$ cat src/rtl/fifo_drain_wr_if.sv
// Handshake bundle between the FIFO drain writer, its controller, the FIFO read port
// and the memory write port.
interface fifo_drain_wr_if #(
    parameter int DATA_BITS = 32,
    parameter int ADDR_BITS = 32,
    parameter int LEN_BITS  = 16
);
    logic                 start_i;
    logic [ADDR_BITS-1:0] base_addr_i;
    logic [LEN_BITS-1:0]  len_i;
    logic                 busy_o;
    logic                 done_o;
    logic                 fifo_empty_i;
    logic [DATA_BITS-1:0] fifo_data_i;
    logic                 fifo_ren_o;
    logic                 mem_req_o;
    logic [ADDR_BITS-1:0] mem_addr_o;
    logic [DATA_BITS-1:0] mem_wdata_o;
    logic                 mem_gnt_i;

    modport slave (
        input  start_i, base_addr_i, len_i, fifo_empty_i, fifo_data_i, mem_gnt_i,
        output busy_o, done_o, fifo_ren_o, mem_req_o, mem_addr_o, mem_wdata_o
    );

    modport master (
        output start_i, base_addr_i, len_i, fifo_empty_i, fifo_data_i, mem_gnt_i,
        input  busy_o, done_o, fifo_ren_o, mem_req_o, mem_addr_o, mem_wdata_o
    );
endinterface

$ cat src/rtl/fifo_drain_wr.sv
// Drains a fall-through FIFO into consecutive memory words over a req/gnt handshake,
// one transfer (base address + word count) per start pulse.
module fifo_drain_wr #(
    parameter int DATA_BITS = 32,
    parameter int ADDR_BITS = 32,
    parameter int LEN_BITS  = 16,
    parameter int ADDR_STEP = 4
) (
    input  logic           clk,
    input  logic           rst,
    fifo_drain_wr_if.slave bus
);
    typedef enum logic [1:0] {
        IDLE  = 2'd0,
        FETCH = 2'd1,
        REQ   = 2'd2,
        DONE  = 2'd3
    } state_t;

    state_t               state;
    state_t               state_nxt;
    logic [ADDR_BITS-1:0] addr;
    logic [DATA_BITS-1:0] wdata;
    logic [LEN_BITS-1:0]  rem;
    logic                 pop;
    logic                 grant;
    logic                 launch;

    // Address advance wraps naturally at 2^ADDR_BITS.
    function automatic logic [ADDR_BITS-1:0] step_addr(input logic [ADDR_BITS-1:0] a);
        return a + ADDR_BITS'(ADDR_STEP);
    endfunction

    always_comb begin
        state_nxt = state;
        pop       = 1'b0;
        grant     = 1'b0;
        launch    = 1'b0;
        case (state)
            IDLE: begin
                if (bus.start_i) begin
                    launch    = (bus.len_i != '0);
                    state_nxt = (bus.len_i != '0) ? FETCH : DONE;
                end
            end
            FETCH: begin
                if (!bus.fifo_empty_i) begin
                    pop       = 1'b1;
                    state_nxt = REQ;
                end
            end
            REQ: begin
                if (bus.mem_gnt_i) begin
                    grant     = 1'b1;
                    state_nxt = (rem == LEN_BITS'(1)) ? DONE : FETCH;
                end
            end
            DONE:    state_nxt = IDLE;
            default: state_nxt = IDLE;
        endcase
    end

    always_ff @(posedge clk) begin
        if (rst) begin
            state <= IDLE;
            addr  <= '0;
            wdata <= '0;
            rem   <= '0;
        end else begin
            state <= state_nxt;
            if (launch) begin
                addr <= bus.base_addr_i;
                rem  <= bus.len_i;
            end
            if (pop) begin
                wdata <= bus.fifo_data_i;
            end
            if (grant) begin
                addr <= step_addr(addr);
                rem  <= rem - LEN_BITS'(1);
            end
        end
    end

    assign bus.busy_o      = (state != IDLE);
    assign bus.done_o      = (state == DONE);
    assign bus.fifo_ren_o  = pop;
    assign bus.mem_req_o   = (state == REQ);
    assign bus.mem_addr_o  = addr;
    assign bus.mem_wdata_o = wdata;
endmodule

$ cat src/flat_wrapper.sv
// flat-port wrapper written by rule: the top's interface ports become plain ports
module fifo_drain_wr_flat 
#(
    parameter int DATA_BITS = 32,
    parameter int ADDR_BITS = 32,
    parameter int LEN_BITS  = 16,
    parameter int ADDR_STEP = 4
)
  (clk, rst, bus_start_i, bus_base_addr_i, bus_len_i, bus_fifo_empty_i, bus_fifo_data_i, bus_mem_gnt_i, bus_busy_o, bus_done_o, bus_fifo_ren_o, bus_mem_req_o, bus_mem_addr_o, bus_mem_wdata_o);
  fifo_drain_wr_if #(.DATA_BITS(DATA_BITS), .ADDR_BITS(ADDR_BITS), .LEN_BITS(LEN_BITS)) bus_i ();
  input  logic clk;
  input  logic rst;
  input wire logic [$bits(bus_i.start_i)-1:0] bus_start_i;
  input wire logic [$bits(bus_i.base_addr_i)-1:0] bus_base_addr_i;
  input wire logic [$bits(bus_i.len_i)-1:0] bus_len_i;
  input wire logic [$bits(bus_i.fifo_empty_i)-1:0] bus_fifo_empty_i;
  input wire logic [$bits(bus_i.fifo_data_i)-1:0] bus_fifo_data_i;
  input wire logic [$bits(bus_i.mem_gnt_i)-1:0] bus_mem_gnt_i;
  output wire logic [$bits(bus_i.busy_o)-1:0] bus_busy_o;
  output wire logic [$bits(bus_i.done_o)-1:0] bus_done_o;
  output wire logic [$bits(bus_i.fifo_ren_o)-1:0] bus_fifo_ren_o;
  output wire logic [$bits(bus_i.mem_req_o)-1:0] bus_mem_req_o;
  output wire logic [$bits(bus_i.mem_addr_o)-1:0] bus_mem_addr_o;
  output wire logic [$bits(bus_i.mem_wdata_o)-1:0] bus_mem_wdata_o;
  assign bus_i.start_i = bus_start_i;
  assign bus_i.base_addr_i = bus_base_addr_i;
  assign bus_i.len_i = bus_len_i;
  assign bus_i.fifo_empty_i = bus_fifo_empty_i;
  assign bus_i.fifo_data_i = bus_fifo_data_i;
  assign bus_i.mem_gnt_i = bus_mem_gnt_i;
  assign bus_busy_o = bus_i.busy_o;
  assign bus_done_o = bus_i.done_o;
  assign bus_fifo_ren_o = bus_i.fifo_ren_o;
  assign bus_mem_req_o = bus_i.mem_req_o;
  assign bus_mem_addr_o = bus_i.mem_addr_o;
  assign bus_mem_wdata_o = bus_i.mem_wdata_o;
  fifo_drain_wr #(.DATA_BITS(DATA_BITS), .ADDR_BITS(ADDR_BITS), .LEN_BITS(LEN_BITS), .ADDR_STEP(ADDR_STEP)) u_core (.clk(clk), .rst(rst), .bus(bus_i));
endmodule
$ cat config.mk
export PLATFORM = sky130hd
export DESIGN_NAME = fifo_drain_wr_flat
export DESIGN_NICKNAME = d
export VERILOG_FILES = /design/src/rtl/fifo_drain_wr_if.sv /design/src/rtl/fifo_drain_wr.sv /design/src/flat_wrapper.sv
export SDC_FILE = /design/constraint.sdc
export NUM_CORES = 1
export LEC_CHECK = 0
export ABC_AREA = 1
export CORE_ASPECT_RATIO = 0.5
export CORE_MARGIN = 1
export CORE_UTILIZATION = 47
export DETAILED_ROUTE_END_ITERATION = 8
export GPL_ROUTABILITY_DRIVEN = 0
export PLACE_DENSITY_LB_ADDON = 0.3
export SLEW_MARGIN = 20
export SYNTH_ARGS = -nofsm -noshare
export SYNTH_HDL_FRONTEND = slang
export SYNTH_SLANG_ARGS = --single-unit
$ cat constraint.sdc
create_clock -name clk -period 1.6 [get_ports clk]
set_input_delay 0.32 -clock clk [delete_from_list [all_inputs] [get_ports clk]]
set_output_delay 0.32 -clock clk [all_outputs]
set_load 0.05 [all_outputs]
# After elaboration in Yosys (flattened, before gate mapping)
# Index checks and enable logic that the tools add are counted.
[word_totals]
output_inout_bits = 68
regBits = 82
in_bits = 85
[op_classes]
addsub = 2
n_reduce_logical = 5
mux = 16
eq_ne = 7
[op_table]
columns = ["cell", "n"]
rows = [
  ["32-bit 2-to-1 mux", 2],
  ["32-bit by 3-bit adder with 32-bit output, second input constant", 1],
  ["16-bit 2-to-1 mux", 2],
  ["16-bit by 1-bit == test with 1-bit output, second input constant", 1],
  ["16-bit nonzero test", 1],
  ["16-bit by 1-bit subtractor with 16-bit output, second input constant", 1],
  ["2-bit 2-to-1 mux", 5],
  ["2-bit one-hot mux with 4 select lines", 1],
  ["1-bit 2-to-1 mux", 6],
  ["2-bit != test, second input constant", 3],
  ["2-bit == test, second input constant", 2],
  ["2-bit nonzero test", 2],
  ["3-bit AND reduction", 1],
  ["2-bit by 1-bit == test with 1-bit output, second input constant", 1],
  ["2-bit logical NOT", 1],
]

# Longest topological paths before layout
# Gate-level depths: netlist (run 1).
[depth]
depth_word = 5
ltp_mapped = 11

# Worst setup path before layout (run 1)
# OpenSTA, ideal clock, no wires.
[synth_timing]
path_kind = "register -> register"
startpoint = "register u_core.addr[2] (netlist: u_core.bus.mem_addr_o[2])"
endpoint = "register u_core.addr[18] (netlist: u_core.bus.mem_addr_o[18])"
setup_slack_ns = -0.284
period_less_slack_ns = 1.884
stages_incl_launch_ff = 11
required_ns = 1.472
path_buffers = 0
arrival_ns = 1.757
path_cell_list = "dfxtp_1 ha_1 nand2_2 nor2_4 nand3_2 nor2_2 nand2_1 nand2_1 nor2_1 nor2_1 nor2_1"
[synth_between]
elab_chain_len = 2
[synth_rtl]
columns = ["element", "line", "text"]
rows = [
  ["start, declared", "fifo_drain_wr.sv:22", "logic [ADDR_BITS-1:0] addr;"],
  ["start signal, assigned", "fifo_drain_wr.sv:72", "addr <= bus.base_addr_i;"],
  ["start signal, assigned", "fifo_drain_wr.sv:79", "addr <= step_addr(addr);"],
  ["32-bit by 3-bit adder with 32-bit output", "fifo_drain_wr.sv:31", "return a + ADDR_BITS'(ADDR_STEP);"],
  ["32-bit 2-to-1 mux", "fifo_drain_wr.sv:78", "if (grant) begin"],
]
# No other way between the ends.
# A chain may end at the register's enable or synchronous reset.

# Worst setup path after layout (run 1)
[layout_timing]
startpoint = "input port bus_len_i[3]"
endpoint = "register u_core.addr[27] (netlist: u_core.bus.mem_addr_o[27])"
[layout_between]
elab_chain_len = 4
[layout_rtl]
columns = ["element", "line", "text"]
rows = [
  ["start, declared", "flat_wrapper.sv:15", "input wire logic [$bits(bus_i.len_i)-1:0] bus_len_i;"],
  ["16-bit nonzero test", "fifo_drain_wr.sv:42", "launch = (bus.len_i != '0);"],
  ["1-bit 2-to-1 mux", "fifo_drain_wr.sv:41", "if (bus.start_i) begin"],
  ["1-bit 2-to-1 mux", "fifo_drain_wr.sv:39", "case (state)"],
  ["2-bit nonzero test (no source line)", "n/a", ""],
]
# No other way between the ends.

==> summary.md, run 1 <==
| Metric | Value |
|---|---|
| Maximum capacitance violations | 0 |
| Placeable Area | 9570 um^2 |
| Iteration-0 DRC Markers | ~550 |
| Setup WS post-layout | -0.0312 ns |
| DIE WIDTH | about 140 um |
| Top-area cell type share of the netlist area | 35.0% |
| Slew HR | 78.6% |
| Root Buffer | clkbuf_16 |
| Slew @ Worst Pin | 0.319 ns |
| H-tree levels | 3 |
| FF-to-FF path depth | 10 |
| Setup crit end kind | flop |
| Cells after Synth | 763 |
| GR Util met2 | 53.2% |
| EDFF count, synth | 0 |
| Warnings from Yosys | 0 |
| Share of cells above drive strength 1 | 21.7% |
| Status | complete, but fails checks |
| Most frequent cell after synthesis | nand2_1 |
| Critical Path AT | 1.91 ns |
| Row count | 25 |
| Die Height | 72.6 um |
| Post-synth top area cell | dfxtp_1 |
| Largest net degree at the start of global routing | 33 |
| Final net count | between 1,000 and 1,500 |
| CTS Buf Count | 9 |
| Top cells by area, synth | dfxtp_1, nand2_1, nor2_1 |
| Clk buf depth | 2 |
| Yosys reg bits | 82 |
| Synthesized cell area | 4680 um^2 |
| Overall Global Routing Usage | about 29% |
| Synth top cells by count | nand2_1, nor2_1, dfxtp_1 |
| First-pass GRT wire length | 24.1 mm |
| Most used flip-flop cell after synthesis | dfxtp_1 |
| Area added between synthesis and finish | 56.8% |
| IO buf count | 152 |
| Setup TNS | -0.224 ns |
| Max VDD drop | 0.743 mV |
| GR Overflow Total | 0 |
| Share of flip-flops with an asynchronous set or reset | 0% |
| Gr busiest metal | met2 |
| Number of global-route vias before repair | 5,451 |
| Crit path max-delay family | simple AND/OR/NAND/NOR gates |
| GRT met1 Usage | 33.4% |
| Setup slack at placement | -0.458 ns |
| Initial Utilization | around half |
| Worst Hold Class | in2reg |
| Worst skew pair latency | 0.35 ns |
| Vias | 5,809 |
| Violated checks | negative setup slack |
| Dpl cell area | 6780 um^2 |
| P per Cell Area | 1060 nW/um^2 |
| CP Buf/Inv Count | 3 |
| Startpoint Class | primary input |
| Critical Path RT | roughly 1.9 ns |
| Drt drc | 0 |
| Fmax | 0.613 GHz |
| Clock Skews | 0.00844 ns |
| FILL cells | 708 |
| CP peak stage delay | approximately 0.44 ns |
| TritonCTS clock tree | done |
| Total chip power | about 7.8 mW |
| Syn_nets | 851 |
| Synth cell types | 31 |
| N_diodes | 0 |
| Critical path class | in2reg |
| Wire per inst | 14.3 um |
| CP Max Fanout | 8 |
| Detailed Place HPWL | about 11 mm |
| Ports | 153 |
| Clock period minus worst slack | approximately 1.6 ns |
| Crit-path cells | clkdlybuf4s50_1 -> nor2_2 -> nand2_1 -> nor2_2 -> nand2_2 -> nand2_8 -> nand2_8 -> inv_6 -> clkbuf_16 -> nand2_1 -> a21oi_1 |
| Clock transition at path regs | 0.06 ns |
| Routing usage on met3 | 8.53% |
| Routed vias/inst | 5.34 |
| Critical path depth | 11 |
| Fin util | 76.7% |
| Pins Over Slew Limit | 0 |
| Design Area, Final | 7350 um^2 |
| Initial antenna violation count | 0 |
| Endpoints failing setup | 10 |
| LEAKAGE | 3.18 nW |
| DRT Pass-1 Iters | 5 |
| Final WL | 15.5 mm |
| Die footprint | about 10,000 um^2 |
| Detail Route Antenna Nets | 0 |
| Clock sink total | 82 |
| Tcrit/Tclk final | 102% |
| RSZ-0062 raised after global routing | true |
| Hold Vio Cnt, Final | 0 |
| Seq/Total Area, Yosys | 35.0% |
| Hold path depth | 5 |
| Crit-path slowest cell | clkdlybuf4s50_1 |
| Synth Area per Inst | 6.14 um^2 |
| Post-CTS Hold Buffers | 0 |
-- worst paths after layout --
kind                                               from                                     end  slack, ns
hold reg to reg            u_core.state[0]$_SDFFE_PP0P_            u_core.state[0]$_SDFFE_PP0P_       0.45
setup reg to reg  u_core.bus.mem_addr_o[2]$_SDFFE_PP0P_  u_core.bus.mem_addr_o[18]$_SDFFE_PP0P_       0.05
hold / removal                            bus_len_i[10]             u_core.rem[10]$_SDFFE_PP0P_       0.35
setup / recovery                           bus_len_i[3]  u_core.bus.mem_addr_o[27]$_SDFFE_PP0P_      -0.03
-- flip-flops by register name, indices dropped and copies added, names as in the netlist --
name                    count
u_core.bus.mem_addr_o      32
u_core.state                2
u_core.rem                 16
u_core.bus.mem_wdata_o     32
-- layer usage --
metal  up-vias  part of all wire (%)  wire length, um
li1       2811                     -                -
met1      2651                    39             5980
met2       295                    49             7580
met3        52                    10             1550
met4         0                   2.6              398
met5         -                     0                0
-- power by group --
group / total, mW / switching [mW] / internal (mW)
Combinational: 3.12 / 1.84 / 1.28
Clock: 2.10 / 0.987 / 1.11
Sequential: 2.61 / 0.295 / 2.31
-- worst register-to-register path: cells and delay by family (launching register included) --
| kind | cells | cell delay, ns |
|---|---|---|
| adder cells (fa/ha/maj) | 1 | 0.15 |
| AND/OR/NAND/NOR | 9 | 0.90 |
| flip-flops | 1 | 0.38 |
-- cells in the final DEF (no fill, tap or decap), types with 3 or more instances in the layout --
cell | Yosys | layout
dfxtp_1 | 82 | 60
dfxtp_2 | 0 | 18
nand2_1 | 191 | 189
nand2_2 | 9 | 7
dfxtp_4 | 0 | 4
nor2_2 | 12 | 15
clkbuf_16 | 0 | 10
o21ai_0 | 64 | 62
o21ai_1 | 5 | 6
dlymetal6s2s_1 | 0 | 4
nor3_1 | 5 | 5
nor2_4 | 3 | 8
nor2_1 | 164 | 156
inv_2 | 7 | 4
a31oi_1 | 7 | 7
nand2_4 | 1 | 3
nand4_1 | 7 | 7
inv_8 | 0 | 3
o21bai_1 | 4 | 4
nand3_1 | 54 | 54
buf_4 | 3 | 84
buf_12 | 1 | 33
a21oi_1 | 39 | 37
clkdlybuf4s50_1 | 0 | 79
inv_1 | 63 | 63
inv_6 | 0 | 5
-- stage by stage --
step	std cells	hold WS (ns)
after floorplan	763	0.455
after global placement	1063	0.454
after detailed placement	1063	0.460
after CTS	1080	0.471
after global routing	1088	0.387
final	1088	0.348
-- area by class of cell --
class	count	area, um^2	area share [%]
well taps	135	169	2.30
inverters	70	278	3.78
clock buffers	9	225	3.07
flip-flops and latches	82	1680	22.9
multi-input cells	580	2720	37.0
repair buffers	205	2200	30.0
clock inverters	7	76.3	1.04
-- timing repair --
action / CTS / global route
setup buffers: 1 / 7
gates cloned: 0 / 1
pin swaps: 5 / 10
resized for setup: 12 / 41
setup endpoints to repair: 43 / 41
-- kinds of logic (layout without fill, tap and decap cells) --
| family | count (synthesis) | count (layout) | share of synthesized area, % |
|---|---|---|---|
| simple gates | 450 | 450 | 40.2 |
| fa+ha+maj | 3 | 3 | 0.801 |
| buf+inv | 101 | 291 | 9.54 |
| xor+xnor | 3 | 3 | 0.561 |
| compound gates | 124 | 124 | 13.9 |
| flops | 82 | 82 | 35.0 |
Note: power is estimated with default switching activity, not from simulation.
==> run 2: changes to the inputs <==
--- a/config.mk
+++ b/config.mk
@@ -12,6 +12,7 @@
 export DETAILED_ROUTE_END_ITERATION = 8
 export GPL_ROUTABILITY_DRIVEN = 0
 export PLACE_DENSITY_LB_ADDON = 0.3
+export SETUP_SLACK_MARGIN = 0.02
 export SLEW_MARGIN = 20
 export SYNTH_ARGS = -nofsm -noshare
 export SYNTH_HDL_FRONTEND = slang
==> run 2 against run 1 <==
The flow now finishes without violations. Critical path depth is 2 lower. Wire length is 1.0% higher. Cell count hardly changed. Fmax is 5.4% higher.
==> summary.md, run 2 (same netlist as run 1, synthesis figures left out) <==
| Metric | Value |
|---|---|
| Clock period minus worst slack | 1.55 ns (-0.0830 ns) |
| Critical Path AT | 1.78 ns (-0.13 ns) |
| Detail Route Antenna Nets | 0 (unchanged) |
| H-tree levels | 3 (unchanged) |
| Most common cell after layout, fill and taps aside | nand2_1 |
| Fmax | 0.646 GHz (+5.4%) |
| DRT Pass-1 Iters | 7 (+2) |
| Maximum capacitance violations | 0 (unchanged) |
| Setup slack at placement | -0.411 ns (+0.0470 ns) |
| Initial Utilization | 48.9% (unchanged) |
| Most frequent cells in the layout | nand2_1, nor2_1, buf_4 |
| Final WL | 15.7 mm (+1.0%) |
| Worst Hold Class | in2reg |
| Int Power | 4.78 mW (+1.7%) |
| CP Max Fanout | 6 (-2) |
| Clock Skews | 0.00621 ns (-0.00223 ns) |
| TritonCTS clock tree | done |
| Drt drc | 0 (unchanged) |
| Sw power | 3.11 mW (-0.36%) |
| Wire per inst | 14.4 um (+1.1%) |
| Hold Vio Cnt, Final | 0 (unchanged) |
| P per Cell Area | 1060 nW/um^2 (about the same) |
| Slew HR | 78.0% (-0.59 points) |
| Clock Power Share | 26.9% (about the same) |
| IO buf count | 152 (unchanged) |
| Detailed Place HPWL | 10.6 mm (-3.0%) |
| CP Buf/Inv Count | 0 (-3) |
| Critical Path RT | 1.83 ns (-0.05 ns) |
| Clock transition at path regs | 0.06 ns (about the same) |
| Most used cell, CP | nand2_1 |
| Number of global-route vias before repair | 5,321 (-2.4%) |
| Seq pwr share | 33.0% (-0.3 points) |
| Routed vias/inst | 5.27 (-1.4%) |
| Crit path max-delay family | simple AND/OR/NAND/NOR gates |
| Die footprint | 10,400 um^2 (unchanged) |
| Area added between synthesis and finish | 58.3% |
| Die Height | 72.6 um (unchanged) |
| Crit-path slowest cell | dfxtp_2 |
| WHS | 0.343 ns (-0.00516 ns) |
| Worst skew pair latency | 0.34 ns (about the same) |
| Switching share of power | 39.4% (-0.48 points) |
| Ports | 153 (unchanged) |
| Tcrit/Tclk final | 96.8% (-5.2 points) |
| Clk buf depth | 2 (unchanged) |
| Post-CTS Hold Buffers | 0 (unchanged) |
| Largest net degree at the start of global routing | 33 (unchanged) |
| Endpoints failing setup | 0 (-10) |
| CTS Buf Count | 9 (unchanged) |
| Iteration-0 DRC Markers | 539 (-2.2%) |
| RSZ-0062 raised after global routing | true |
| LEAKAGE | 3.29 nW (+3.3%) |
| Overall Global Routing Usage | 29.1% (-0.10 points) |
| DIE WIDTH | 143 um (unchanged) |
| Setup crit end kind | flop |
| Combinational share of power | 40.1% (+0.2 points) |
| Placeable Area | 9570 um^2 (unchanged) |
| Fin util | 77.5% (+0.71 points) |
| FILL cells | 689 (-2.7%) |
| Setup TNS | 0 ns (+0.224 ns) |
| Pins Over Slew Limit | 0 (unchanged) |
| Slew @ Worst Pin | 0.326 ns (+0.00658 ns) |
| Row count | 25 (unchanged) |
| Critical path class | reg2reg |
| Max VDD drop | 0.689 mV (-7.3%) |
| Share of cells above drive strength 1 | 21.7% (-0.037 points) |
| Vias | 5,724 (-1.5%) |
| Root Buffer | clkbuf_16 |
| Setup WS post-layout | 0.0518 ns (+0.0830 ns) |
| Crit-path cells | nand2_1 -> nor2_2 -> nand2_1 -> nor2_1 -> nand2_1 -> nand2_1 -> nand3_1 -> nand2_1 -> a21oi_1 |
| CP peak stage delay | 0.41 ns (-0.03 ns) |
| Startpoint Class | flop |
| Initial antenna violation count | 2 (+2) |
| Final net count | 1,033 (-0.29%) |
| First-pass GRT wire length | 24.0 mm (-0.37%) |
| Clock sink total | 82 (unchanged) |
| GR Overflow Total | 0 (unchanged) |
| Status | finished, final reports clean |
-- run 2: power groups by stage --
stage | Sequential, mW | Clock, mW | Combinational, mW
after floorplan | 3.20 | 0 | 1.10
after global placement | 2.61 | 0 | 2.83
after detailed placement | 2.62 | 0 | 2.88
after CTS | 2.58 | 2.15 | 2.93
after global routing | 2.63 | 2.23 | 3.39
final | 2.60 | 2.12 | 3.16
-- run 2: repair_timing --
item | CTS | global route
buffers inserted | 2 | 6
endpoints found under the setup margin | 24 | 50
gates resized for setup | 9 | 63
gates cloned | 0 | 2
hold endpoints to repair | 0 | 0
pin swaps | 4 | 26
-- run 2: metal layers --
metal  global-route usage, %  vias up  wire [um]
met5                       0        -          0
li1                        -     2804          -
met1                    33.5     2561       5970
met2                    51.1      305       7600
met4                    9.92        0        436
met3                    10.1       54       1660
-- run 2: final cells by class --
| class | instances | area, um^2 | share of cell area [%] |
|---|---|---|---|
| Inverter | 70 | 285 | 3.85 |
| Antenna cell | 2 | 5.00 | 0.0675 |
| Clock buffer | 10 | 250 | 3.38 |
| Timing Repair Buffer | 202 | 2250 | 30.4 |
| Clock inverter | 6 | 51.3 | 0.692 |
| Tap cell | 135 | 169 | 2.28 |
| Sequential cell | 82 | 1680 | 22.6 |
| Multi-Input combinational cell | 580 | 2720 | 36.7 |
-- run 2: worst paths after layout --
path                                                              from                                      to  slack (ns)  cells past startpoint
worst min-delay path                                     bus_len_i[10]             u_core.rem[10]$_SDFFE_PP0P_        0.34                      5
worst min register to register   u_core.bus.mem_addr_o[0]$_SDFFE_PP0P_   u_core.bus.mem_addr_o[0]$_SDFFE_PP0P_        0.47                      2
worst max-delay path            u_core.bus.mem_addr_o[11]$_SDFFE_PP0P_  u_core.bus.mem_addr_o[29]$_SDFFE_PP0P_        0.05                      9
worst max register to register  u_core.bus.mem_addr_o[11]$_SDFFE_PP0P_  u_core.bus.mem_addr_o[29]$_SDFFE_PP0P_        0.05                      9
-- run 2: worst min-delay path, cell delays in order --
cell	delay (ns)
dlymetal6s2s_1	0.10
nand2_1	0.06
nand3_1	0.07
nand2_1	0.05
inv_1	0.05
-- run 2: per-stage QoR --
stage / std cells / power [mW] / instance area, um^2
2_1_floorplan: 763 / 4.30 / 4710
3_3_place_gp: 1059 / 5.45 / 6760
3_5_place_dp: 1059 / 5.50 / 6760
4_1_cts: 1077 / 7.65 / 7110
5_1_grt: 1087 / 8.25 / 7410
6_report: 1087 / 7.89 / 7410
==> run 3: changes to the inputs <==
--- a/config.mk
+++ b/config.mk
@@ -7,12 +7,12 @@
 export LEC_CHECK = 0
 export ABC_AREA = 1
 export CORE_ASPECT_RATIO = 0.5
-export CORE_MARGIN = 1
+export CORE_MARGIN = 2
 export CORE_UTILIZATION = 47
 export DETAILED_ROUTE_END_ITERATION = 8
 export GPL_ROUTABILITY_DRIVEN = 0
 export PLACE_DENSITY_LB_ADDON = 0.3
-export SETUP_SLACK_MARGIN = 0.02
+export SETUP_SLACK_MARGIN = 0.3
 export SLEW_MARGIN = 20
 export SYNTH_ARGS = -nofsm -noshare
 export SYNTH_HDL_FRONTEND = slang
==> run 3 against run 2 <==
The run now fails in 5_1_grt. Synthesized cell count did not move. Area after synthesis is the same.
==> summary.md, run 3 <==
| Metric | Value |
|---|---|
| Clk buf depth | 2 (unchanged) |
| Detailed Place HPWL | 11.1 mm (+4.1%) |
| Top-area cell type share of the netlist area | 35.0% (unchanged) |
| Ports | 153 (unchanged) |
| Initial antenna violation count | 2 |
| Synth top cells by count | nand2_1, nor2_1, dfxtp_1 |
| Synthesized cell area | 4680 um^2 (unchanged) |
| Status | stopped before the end |
| Synth cell types | 31 (unchanged) |
| Top cells by area, synth | dfxtp_1, nand2_1, nor2_1 |
| H-tree levels | 3 (unchanged) |
| Halt Reason | [ERROR GRT-0232] Routing congestion too high. Check the congestion heatmap in the GUI. |
| Worst ep type | register data pin |
| Syn_nets | 851 (unchanged) |
| Synth Area per Inst | 6.14 um^2 (unchanged) |
| Worst setup endpoint GRT | u_core.bus.mem_addr_o[6]$_SDFFE_PP0P_/D |
| Most frequent cell after synthesis | nand2_1 |
| Placed insts | 1,060 (+0.094%) |
| Warnings from Yosys | 0 (unchanged) |
| Setup slack at placement | -0.409 ns (+0.00169 ns) |
| Largest net degree at the start of global routing | 35 |
| Clock sink total | 82 (unchanged) |
| Die Height | 74.6 um (+2.8%) |
| Row count | 25 (unchanged) |
| Yosys reg bits | 82 (unchanged) |
| CTS Buf Count | 9 (unchanged) |
| Share of flip-flops with an asynchronous set or reset | 0% (unchanged) |
| Most used flip-flop cell after synthesis | dfxtp_1 |
| Stopped at | 5_1_grt |
| GR Overflow Total | 86 |
| Initial Utilization | 48.9% (unchanged) |
| IO buf count | 152 (unchanged) |
| DIE WIDTH | 145 um (+1.4%) |
| Root Buffer | clkbuf_16 |
| Overall Global Routing Usage | about 75% |
| Cells after Synth | 763 (unchanged) |
| Post-synth top area cell | dfxtp_1 |
| EDFF count, synth | 0 (unchanged) |
| Seq/Total Area, Yosys | 35.0% (unchanged) |
[run 3: kinds of logic after synthesis]
family	share of synthesized area, %
buffers and inverters	9.54
AOI/OAI and AO/OA	13.9
adders and majority gates	0.801
and+or+nand+nor	40.2
DFF	35.0
xor gates and xnor gates	0.561
[run 3: layer usage]
layer | track usage, % | overflow
met1 | 71.2 | 1
met2 | 98.1 | 41
met3 | 57.7 | 1
met4 | 85.3 | 43
met5 | 7.50 | 0
[run 3: metrics by stage]
stage | area [um^2] | TNS (ns)
floorplan | 4860 | 0
global placement | 6900 | -15.65
detailed placement | 6900 | -17.40
CTS | 8070 | 0
[run 3: repair_timing]
| action | CTS |
|---|---|
| gates cloned | 7 |
| hold buffers | 0 |
| buffers inserted | 27 |
| endpoints found under the hold margin | 0 |
| pin swaps | 58 |
| setup endpoints to repair | 85 |
| gates resized for setup | 164 |
==> run 4: changes to the inputs <==
--- a/config.mk
+++ b/config.mk
@@ -6,13 +6,11 @@
 export NUM_CORES = 1
 export LEC_CHECK = 0
 export ABC_AREA = 1
-export CORE_ASPECT_RATIO = 0.5
 export CORE_MARGIN = 2
-export CORE_UTILIZATION = 47
+export CORE_UTILIZATION = 40
 export DETAILED_ROUTE_END_ITERATION = 8
 export GPL_ROUTABILITY_DRIVEN = 0
-export PLACE_DENSITY_LB_ADDON = 0.3
-export SETUP_SLACK_MARGIN = 0.3
+export PLACE_DENSITY_LB_ADDON = 0.15
 export SLEW_MARGIN = 20
 export SYNTH_ARGS = -nofsm -noshare
 export SYNTH_HDL_FRONTEND = slang
==> run 4 against run 3 <==
The run now ends clean.
==> summary.md, run 4 (same netlist as run 1, synthesis figures left out) <==
| Metric | Value |
|---|---|
| Endpoints failing setup | 0 |
| Maximum capacitance violations | 0 |
| Pins Over Slew Limit | 0 |
| Row count | 39 (+56%) |
| Worst skew pair latency | 0.34 ns |
| CP Max Fanout | 4 |
| Initial Utilization | 41.0% (-7.9 points) |
| Clock sink total | 82 (unchanged) |
| TritonCTS clock tree | done |
| Clock transition at path regs | 0.06 ns |
| Multi-input gate area | 2760 um^2 |
| Root Buffer | clkbuf_16 |
| CTS Buf Count | 9 (unchanged) |
| Clk buf depth | 2 (unchanged) |
| Register Area | 1670 um^2 |
| Share of cells above drive strength 1 | 21.2% |
| IO buf count | 152 (unchanged) |
| Total chip power | 7.87 mW |
| Detail Route Antenna Nets | 0 |
| Non-Filler Instances | 1,089 |
| Final WL | 15.7 mm |
| Slew HR | between 80 and 90% |
| Routed vias/inst | 5.12 |
| Design Area, Final | 7440 um^2 |
| DRT Pass-1 Iters | 5 |
| Critical Path AT | 1.23 ns |
| Placed insts | 1,068 (+0.75%) |
| Wire per inst | 14.4 um |
| Drt drc | 0 |
| Placeable Area | 11,400 um^2 |
| Tcrit/Tclk final | 97.0% |
| Ports | 153 (unchanged) |
| Number of global-route vias before repair | ~5,400 |
| Overall Global Routing Usage | between 20% and 30% |
| Initial antenna violation count | 0 |
| Status | finished, final reports clean |
| Die Height | 112 um (+50%) |
| Iteration-0 DRC Markers | 348 |
| Final net count | 1,029 |
| Startpoint Class | flop |
| N_diodes | 0 |
| Clock Skews | roughly 0.0058 ns |
| Critical path class | reg2out |
| DIE WIDTH | 112 um (-23%) |
| Clock period minus worst slack | between 1.5 and 2 ns |
| Worst Hold Class | in2reg |
| Die footprint | 12,600 um^2 |
| Area added between synthesis and finish | 58.7% |
| Hold Vio Cnt, Final | 0 |
| Vias | 5,580 |
| LEAKAGE | 3.19 nW |
| Largest net degree at the start of global routing | 39 |
| Setup crit end kind | output pin |
| H-tree levels | 3 (unchanged) |
| Fmax | ~0.64 GHz |
| Most common cell after layout, fill and taps aside | nand2_1 |
| Dpl cell area | 6840 um^2 (-0.89%) |
| GR Overflow Total | 0 |
| Most frequent cells in the layout | nand2_1, nor2_1, clkdlybuf4s50_1 |
| P per Cell Area | between 1000 and 1500 nW/um^2 |
| Max VDD drop | around 0.57 mV |
| Detailed Place HPWL | 11.3 mm (+2.3%) |
| First-pass GRT wire length | 25.2 mm |
| Critical Path RT | 1.28 ns |
| Slew @ Worst Pin | 0.289 ns |
| FILL cells | 1,029 |
## run 4: layout make-up
cell class                      instances  area share [%]
Clock buffer                           11            3.13
Tap cell                              143            2.41
Clock inverter                          5           0.740
Sequential cell                        82            22.5
Timing Repair Buffer                  198            30.3
Inverter                               70            3.80
Multi-Input combinational cell        580            37.2
## run 4: what timing repair did
action                     CTS  global route
buffers inserted             1             2
hold buffers                 0             0
setup endpoints to repair   39            48
pin swaps                    4            13
gates cloned                 0             2
resized for setup           15            52
## run 4: per-stage QoR
stage | hold WS [ns] | setup TNS (ns) | worst slack, ns | util, %
6_report | 0.344 | 0 | 0.0474 | 65.1
3_3_place_gp | 0.460 | -13.96 | -0.386 | 59.9
2_1_floorplan | 0.455 | 0 | 0.0000200 | -
5_1_grt | 0.389 | -0.0304 | -0.0186 | 65.1
3_5_place_dp | 0.460 | -17.48 | -0.458 | 59.9
4_1_cts | 0.468 | -0.0286 | -0.0163 | 62.9
## run 4: metal layers
layer,vias to the layer above,track usage (%),wire length [um]
met3,27,4.91,1280
met2,238,41.2,7410
li1,2788,-,-
met1,2527,30.4,6680
met4,0,8.62,332
met5,-,0,0
## run 4: path summary, 6_finish.rpt
| path | from | to | slack, ns | cells after the start |
|---|---|---|---|---|
| setup / recovery | u_core.state[0]$_SDFFE_PP0P_ | bus_fifo_ren_o | 0.05 | 5 |
| hold / removal | bus_len_i[11] | u_core.rem[11]$_SDFFE_PP0P_ | 0.34 | 5 |
| setup reg to reg | u_core.bus.mem_addr_o[2]$_SDFFE_PP0P_ | u_core.bus.mem_addr_o[10]$_SDFFE_PP0P_ | 0.08 | 10 |
| hold reg to reg | u_core.bus.mem_addr_o[0]$_SDFFE_PP0P_ | u_core.bus.mem_addr_o[0]$_SDFFE_PP0P_ | 0.47 | 2 |
## run 4: worst max-delay path: stages, from the launching register on
cell and delay, ns:
dfxtp_2 0.35, inv_2 0.07, nor2_4 0.12, inv_2 0.06
nor2_4 0.14, buf_12 0.15
## run 4: where the power goes
part / internal (mW) / total [mW] / switching [mW]
sequential: 2.31 / 2.60 / 0.293
clock: 1.21 / 2.06 / 0.857
combinational: 1.35 / 3.21 / 1.86
